<file path="src/rtl/fma16_sched.sv">
// fma16_sched: round-robin scheduler sharing one fixed-latency fp16 FMA core between
// NREQ requesters, with one outstanding op and a one-deep response buffer per requester.
module fma16_sched #(
    parameter int NREQ     = 2,
    parameter int CORE_LAT = 1
) (
    input  logic                 clk,
    input  logic                 reset_n,
    input  logic [NREQ-1:0]      req_valid,
    output logic [NREQ-1:0]      req_ready,
    input  logic [16*NREQ-1:0]   req_x,
    input  logic [16*NREQ-1:0]   req_y,
    input  logic [16*NREQ-1:0]   req_z,
    input  logic [4*NREQ-1:0]    req_ctrl,
    input  logic [2*NREQ-1:0]    req_rnd,
    output logic                 core_issue,
    output logic [15:0]          core_x,
    output logic [15:0]          core_y,
    output logic [15:0]          core_z,
    output logic [3:0]           core_ctrl,
    output logic [1:0]           core_rnd,
    input  logic [15:0]          core_result,
    input  logic [3:0]           core_flags,
    output logic [NREQ-1:0]      rsp_valid,
    input  logic [NREQ-1:0]      rsp_ready,
    output logic [16*NREQ-1:0]   rsp_result,
    output logic [4*NREQ-1:0]    rsp_flags,
    output logic                 busy
);
    localparam int PW = (NREQ > 1) ? $clog2(NREQ) : 1;

    logic [PW-1:0]      r_ptr;
    logic [NREQ-1:0]    r_inflight;
    logic [NREQ-1:0]    r_rsp_valid;
    logic [16*NREQ-1:0] r_rsp_result;
    logic [4*NREQ-1:0]  r_rsp_flags;
    logic               r_issue;
    logic [PW-1:0]      r_issue_tag;
    logic [15:0]        r_x, r_y, r_z;
    logic [3:0]         r_ctrl;
    logic [1:0]         r_rnd;

    logic [NREQ-1:0]    w_eligible;
    logic [NREQ-1:0]    w_grant;
    logic               w_grant_any;
    logic [PW-1:0]      w_grant_idx;
    logic [PW-1:0]      w_scan_idx;
    logic [PW-1:0]      w_ptr_next;
    logic               w_ret_vld;
    logic [PW-1:0]      w_ret_tag;

    assign w_eligible = req_valid & ~r_inflight & ~r_rsp_valid;

    // NOTE: blocking assignments here are deliberate: the scan must see its own
    // earlier iterations so only the first eligible index past the pointer wins.
    always_comb begin
        w_grant     = '0;
        w_grant_any = 1'b0;
        w_grant_idx = '0;
        w_scan_idx  = '0;
        for (int k = 0; k < NREQ; k++) begin
            w_scan_idx = PW'((int'(r_ptr) + k) % NREQ);
            if (reset_n && !w_grant_any && w_eligible[w_scan_idx]) begin
                w_grant_any         = 1'b1;
                w_grant_idx         = w_scan_idx;
                w_grant[w_scan_idx] = 1'b1;
            end
        end
    end

    assign w_ptr_next = (int'(w_grant_idx) == NREQ - 1) ? '0 : w_grant_idx + PW'(1);

    // Tag pipeline: tells us which requester owns the result on core_result.
    generate
        if (CORE_LAT == 0) begin : g_tag_comb
            assign w_ret_vld = r_issue;
            assign w_ret_tag = r_issue_tag;
        end else begin : g_tag_pipe
            logic [CORE_LAT-1:0] r_pipe_vld;
            logic [PW-1:0]       r_pipe_tag [CORE_LAT];

            always_ff @(posedge clk) begin
                if (!reset_n) begin
                    r_pipe_vld <= '0;
                    for (int k = 0; k < CORE_LAT; k++) r_pipe_tag[k] <= '0;
                end else begin
                    r_pipe_vld[0] <= r_issue;
                    r_pipe_tag[0] <= r_issue_tag;
                    for (int k = 1; k < CORE_LAT; k++) begin
                        r_pipe_vld[k] <= r_pipe_vld[k-1];
                        r_pipe_tag[k] <= r_pipe_tag[k-1];
                    end
                end
            end

            assign w_ret_vld = r_pipe_vld[CORE_LAT-1];
            assign w_ret_tag = r_pipe_tag[CORE_LAT-1];
        end
    endgenerate

    always_ff @(posedge clk) begin
        if (!reset_n) begin
            // NOTE: response data is cleared too so a requester never observes stale
            // results from before reset; results still in the core are dropped.
            r_ptr        <= '0;
            r_inflight   <= '0;
            r_rsp_valid  <= '0;
            r_rsp_result <= '0;
            r_rsp_flags  <= '0;
            r_issue      <= 1'b0;
            r_issue_tag  <= '0;
            r_x          <= '0;
            r_y          <= '0;
            r_z          <= '0;
            r_ctrl       <= '0;
            r_rnd        <= '0;
        end else begin
            if (w_grant_any) r_ptr <= w_ptr_next;
            r_issue     <= w_grant_any;
            r_issue_tag <= w_grant_idx;
            r_x    <= w_grant_any ? req_x[16*w_grant_idx +: 16]  : '0;
            r_y    <= w_grant_any ? req_y[16*w_grant_idx +: 16]  : '0;
            r_z    <= w_grant_any ? req_z[16*w_grant_idx +: 16]  : '0;
            r_ctrl <= w_grant_any ? req_ctrl[4*w_grant_idx +: 4] : '0;
            r_rnd  <= w_grant_any ? req_rnd[2*w_grant_idx +: 2]  : '0;
            for (int i = 0; i < NREQ; i++) begin
                if (r_rsp_valid[i] && rsp_ready[i]) r_rsp_valid[i] <= 1'b0;
                if (w_ret_vld && int'(w_ret_tag) == i) begin
                    r_rsp_valid[i]           <= 1'b1;
                    r_rsp_result[16*i +: 16] <= core_result;
                    r_rsp_flags[4*i +: 4]    <= core_flags;
                    r_inflight[i]            <= 1'b0;
                end
                if (w_grant[i]) r_inflight[i] <= 1'b1;
            end
        end
    end

    a_no_ret_to_full: assert property (@(posedge clk) disable iff (!reset_n)
        w_ret_vld |-> !r_rsp_valid[w_ret_tag]);

    assign req_ready  = w_grant;
    assign core_issue = r_issue;
    assign core_x     = r_x;
    assign core_y     = r_y;
    assign core_z     = r_z;
    assign core_ctrl  = r_ctrl;
    assign core_rnd   = r_rnd;
    assign rsp_valid  = r_rsp_valid;
    assign rsp_result = r_rsp_result;
    assign rsp_flags  = r_rsp_flags;
    assign busy       = (|r_inflight) | (|r_rsp_valid);

endmodule
</file>
<file path="config.mk">
export PLATFORM = sky130hd
export DESIGN_NAME = fma16_sched
export DESIGN_NICKNAME = d
export VERILOG_FILES = /design/src/rtl/fma16_sched.sv
export SDC_FILE = /design/constraint.sdc
export NUM_CORES = 1
export LEC_CHECK = 0
export CAP_MARGIN = 20
export CORE_UTILIZATION = 33
export DETAILED_ROUTE_END_ITERATION = 16
export PLACE_DENSITY = 0.77
export SYNTH_ARGS = -nofsm -noshare
export SYNTH_HDL_FRONTEND = slang
export SYNTH_SLANG_ARGS = --single-unit
</file>
<file path="constraint.sdc">
create_clock -name clk -period 1.55 [get_ports clk]
set_clock_uncertainty 0.1 [all_clocks]
set_input_delay 0.31 -clock clk [delete_from_list [all_inputs] [get_ports clk]]
set_output_delay 0.31 -clock clk [all_outputs]
set_load 0.02 [all_outputs]
</file>
== Word level (Yosys, flattened, before mapping) ==
Memories as Yosys holds them, arrays and structs flattened.
Cells that the tools add are included.

* Bits of input ports: 134
* RAM bits: 1
* Output and inout bits: 100
* Logic and storage cells: 81
* Register bits: 102
* Memories: 1

* Bitwise operators: 7
* $lt $le $gt $ge: 4
* Shift-type cells: 5
* Add/subtract/negate cells: 2
* Mux-type cells: 27
* Reductions and logical operators: 18

{| class="wikitable"
|+ Memory list
! memory !! words !! bits a word !! read ports !! clocked after memory_dff !! write ports !! line !! RTL
|-
| g_tag_pipe.r_pipe_tag || 1 || 1 || 1 || 0 || 1 || 80 || <nowiki>logic [PW-1:0] r_pipe_tag [CORE_LAT];</nowiki>
|}

{| class="wikitable"
|+ Operators by type and width
! operator !! count
|-
| indexed part select 32 x 6 -> 16 bit || 3
|-
| two-way mux 1 bit || 23
|-
| logical AND 1 bit || 9
|-
| nonzero test 2 bit || 4
|-
| indexed part select 8 x 4 -> 4 bit || 1
|-
| AND 2 bit || 2
|-
| less-than comparator 1 x 2 -> 1 bit (second input constant) || 2
|-
| two-way mux 2 bit || 2
|-
| NOT 2 bit || 2
|-
| OR reduction 2 bit || 2
|-
| indexed part select 4 x 3 -> 2 bit || 1
|-
| adder 1 bit (second input constant) || 2
|-
| demux 1 bit (select 1 bit) || 2
|-
| greater-or-equal comparator 1 bit (second input constant) || 2
|-
| OR 2 bit || 1
|-
| AND reduction 2 bit || 1
|-
| zero test 1 bit || 1
|-
| NOT 1 bit || 1
|-
| OR 1 bit || 1
|-
| OR reduction 1 bit || 1
|}

== Logic depth before layout (Yosys ltp) ==
* Depth in word-level cells: 13
* Mapped depth: 5
* Depth with buffers taken out: 3

== Least setup slack after synthesis ==
No wires, ideal clock.

* Kind: register to output
* Start: register r_rsp_valid[0] (netlist: rsp_valid[0])
* End: output req_ready[1]
* Path buffers: 2
* Setup slack: -0.233 ns
* Stages on the path, launching flop included: 6
* Data required time: 1.140 ns
* Arrival: 1.373 ns
* Path through: dfxtp_1 or4b_1 nand3_2 buf_6 buf_8 nor2_1

* Cells in the longest elaborated chain, start to end: 10
* Elaborated cells between the ends (all ways): 14
* Classes of those cells: mux: 7; bitwise: 3; reduce/logical: 4

{| class="wikitable"
|+ Ends and longest elaborated chain
! what !! line !! RTL
|-
| start, declared || 34 || <nowiki>logic [NREQ-1:0] r_rsp_valid;</nowiki>
|-
| start signal, assigned || 107 || <nowiki>r_rsp_valid <= '0;</nowiki>
|-
| start signal, assigned by index || 129 || <nowiki>r_rsp_valid[i] <= 1'b1;</nowiki>
|-
| NOT 2 bit * || 52 || <nowiki>assign w_eligible = req_valid & ~r_inflight & ~r_rsp_valid;</nowiki>
|-
| AND 2 bit * || 52 ||
|-
| two-way mux 1 bit (implied by the code) (2 in series) || 63 || <nowiki>if (reset_n && !w_grant_any && w_eligible[w_scan_idx]) begin</nowiki>
|-
| logical AND 1 bit || 63 ||
|-
| two-way mux 1 bit || 63 ||
|-
| zero test 1 bit || 63 ||
|-
| logical AND 1 bit (2 in series) || 63 ||
|-
| two-way mux 2 bit * || 63 ||
|-
| end, declared || 10 || <nowiki>output logic [NREQ-1:0] req_ready,</nowiki>
|}

Mark *: on every way between the ends. The rest lies on a longest branch, timed or not. The select of a mux whose other input is x is not followed.

== Worst setup path in the final report ==
* Start: register r_ptr
* End: output req_ready[1]

* Cells in the longest elaborated chain, start to end: 8
* Elaborated cells between the ends (all ways): 23
* Classes of those cells: add/sub: 1; order compare: 4; mux: 11; bitwise: 1; reduce/logical: 6

{| class="wikitable"
|+ Ends and longest elaborated chain
! what !! line !! RTL
|-
| start, declared || 32 || <nowiki>logic [PW-1:0] r_ptr;</nowiki>
|-
| start signal, assigned || 118 || <nowiki>if (w_grant_any) r_ptr <= w_ptr_next;</nowiki>
|-
| branches (longest 7 deep; another with less-than comparator 1 x 2 -> 1 bit) || n/a ||
|-
| two-way mux 2 bit * || 63 ||
|}

Mark *: on every way between the ends. The select of a mux whose other input is x is not followed.

==> impl_metrics.tcl <==
set metrics [dict create \
    drt-wirelength-per-cell_um 14.4 \
    drv_slew 0 \
    min_path_type "in -> reg" \
    diodes 0 \
    grt_pass1_wl_mm 18.7 \
    grt_usage_pct 21.1 \
    finalInstanceArea_um2 6330 \
    cts.path.max_buffers 2 \
    cp.required_ns 1.14 \
    dp_hpwl_mm 8.82 \
    critPathArrivalTime_ns 1.50 \
    path_max_fanout 2 \
    syn_area_um2 3650 \
    ys_types 17 \
    dpl_cell_area_um2 6160 \
    drt-vias-per-instance 4.71 \
    syn_to_final_growth_pct 73.6 \
    setup_ws_ns -0.355 \
    crit_chain "or4b_4, nand3_4, nor2_4, buf_6" \
    setup_tns_ns -9.33 \
    drt-pass1-iter-count 7 \
    htree_levels 3 \
    endpoint_kind "output port" \
    grt_remaining_overflow 0 \
    final_antenna_net_count 0 \
    drv_cap 0 \
    grt_start_max_net_pins 92 \
    drt_iter0_drc 182 \
    final_common_cell "nand2_1" \
    hold_buffers 0 \
    nFillCells 987 \
    final_cell_mix "nand2_1, clkdlybuf4s50_1, dfxtp_1" \
    wl_mm 11.9 \
    slowest_stage "or4b_4" \
    ys_ff_latch 103 \
    syn-num-nets 586 \
    finalSetupViolations 59 \
    dieArea_um2 11500 \
    finalCriticalPeriod_ns 1.91 \
    outcome "finished with violations" \
    die_x_um 107 \
    port-buffer-count 233 \
    worst_pin_slew_ns 0.467 \
    vias 3896 \
    gp_congestion 0.812 \
    hold_violations 0 \
    ys_seq_area_share_pct 56.5 \
    worst_skew_pair.late_latency_ns 0.35 \
    total_leakage_power_nw 2.82 \
    cts_tree "built" \
    grt_pass1_vias 3940 \
    critical_path_class "reg -> out" \
    cts_buffers 9 \
    clock_sinks 103 \
    path_clk_slew_ns 0.09 \
    layout.nets 816 \
    antenna_found_initial 0 \
    root_buffer "clkbuf_8" \
    critical_path.startpoint_type "flip-flop" \
    max_freq_mhz 525 \
    slew_headroom_pct 68.9 \
    rsz0062_at_grt "yes" \
    start_util_pct 33.8 \
    ys.warnings.count 0 \
    num_rows 38 \
    violations "negative setup slack" \
    cp_slowest_stage_delay_ns 0.55 \
    syn_area_per_cell_um2 8.07 \
    p_per_area_nw_per_um2 927 \
    peakVddDrop_mv 0.475 \
    dieHeight_um 107 \
    fin_crit_sh_pct 123 \
    drc_errors 0 \
    coreArea_um2 10800 \
    drive_gt1_share_pct 8.15 \
    ios 234 \
    postSynthCellCount 452 \
]
[metrics by stage]
step / utilization [%] / worst slack (ns) / hold slack, ns / total power, mW / std cells
after detailed placement: 57.1 / -0.818 / 0.319 / 4.30 / 808
after CTS: 58.5 / -0.364 / 0.0872 / 5.95 / 827
after global placement: 57.1 / -0.805 / 0.316 / 4.27 / 808
final: 58.6 / -0.355 / 0.104 / 5.87 / 827
after global routing: 58.6 / -0.398 / 0.0942 / 6.17 / 827
after floorplan: - / -0.0953 / 0.312 / 3.51 / 452
[critical path, delay by kind of cell, from the launching register on]
family	cells	cell delay, ns
flip-flops	1	0.33
AND/OR/NAND/NOR	3	0.69
buffers and inverters	1	0.12
[synth_stat cells]
master     number  area [um2]
nand3_2         1        10.0
nand3_1         1        5.00
buf_8           3        45.0
dfxtp_1       103        2060
a21oi_1        46         230
o22ai_1        54         338
nand2b_1        3        18.8
nor2b_1         1        6.26
clkbuf_1       30         113
nor2_1          6        22.5
buf_2           2        10.0
and2_1          3        18.8
or4b_1          1        10.0
nand4bb_1       1        11.3
inv_1           1        3.75
nand2_1       195         732
buf_6           1        11.3
[routing by layer]
layer / global-route usage [%] / vias up / part of all wire [%]
li1: - / 1948 / -
met2: 38.5 / 164 / 51
met5: 0 / - / 0
met4: 9.30 / 0 / 2.2
met3: 7.05 / 21 / 9.6
met1: 21.9 / 1763 / 37
[logic make-up after synthesis]
kind of cell | count (synthesis) | synth area share [%]
DFF | 103 | 56.5
buffers and inverters | 37 | 5.01
AOI/OAI and AO/OA | 100 | 15.6
and+or+nand+nor | 212 | 22.9
[repair_timing]
action / 4_1_cts / 5_1_grt
setup buffers: 3 / 0
endpoints found under the hold margin: 0 / 0
gates resized for setup: 134 / 6
setup endpoints to repair: 156 / 60
pin swaps: 4 / 0
[flip-flops by register name, summed over array words and instances, names as in the netlist]
register	flops
rsp_result	32
r_issue_tag	1
core_y	16
core_rnd	2
r_ptr	1
core_x	16
g_tag_pipe.r_pipe_vld	1
g_tag_pipe.r_pipe_tag	1
core_issue	1
r_inflight	2
core_ctrl	4
rsp_valid	2
rsp_flags	8
core_z	16
[power breakdown]
| group | internal [mW] | switching, mW | total, mW | leakage, nW |
|---|---|---|---|---|
| combinational | 0.650 | 0.657 | 1.31 | 1.87 |
| sequential | 2.81 | 0.0539 | 2.86 | 0.845 |
| clock | 0.835 | 0.863 | 1.70 | 0.0996 |
[cell type report]
class	instances	area [um2]	share of cell area, %
multi-input combinational	312	1450	23.0
clock buffer	13	159	2.51
clock inverter	3	42.5	0.672
tap	140	175	2.77
timing repair buffer	255	2420	38.3
sequential	103	2070	32.8
inverter	1	3.75	0.0593
[final timing paths]
kind | startpoint | endpoint | slack [ns] | cells after the start
worst max register to register | r_ptr | core_y[10] | -0.18 | 4
worst min register to register | r_issue_tag | g_tag_pipe.r_pipe_tag[0] | 0.34 | 1
worst max-delay path | r_ptr | req_ready[1] | -0.36 | 4
worst min-delay path | reset_n | g_tag_pipe.r_pipe_tag[0] | 0.10 | 2
(Power assumes the default switching activity.)
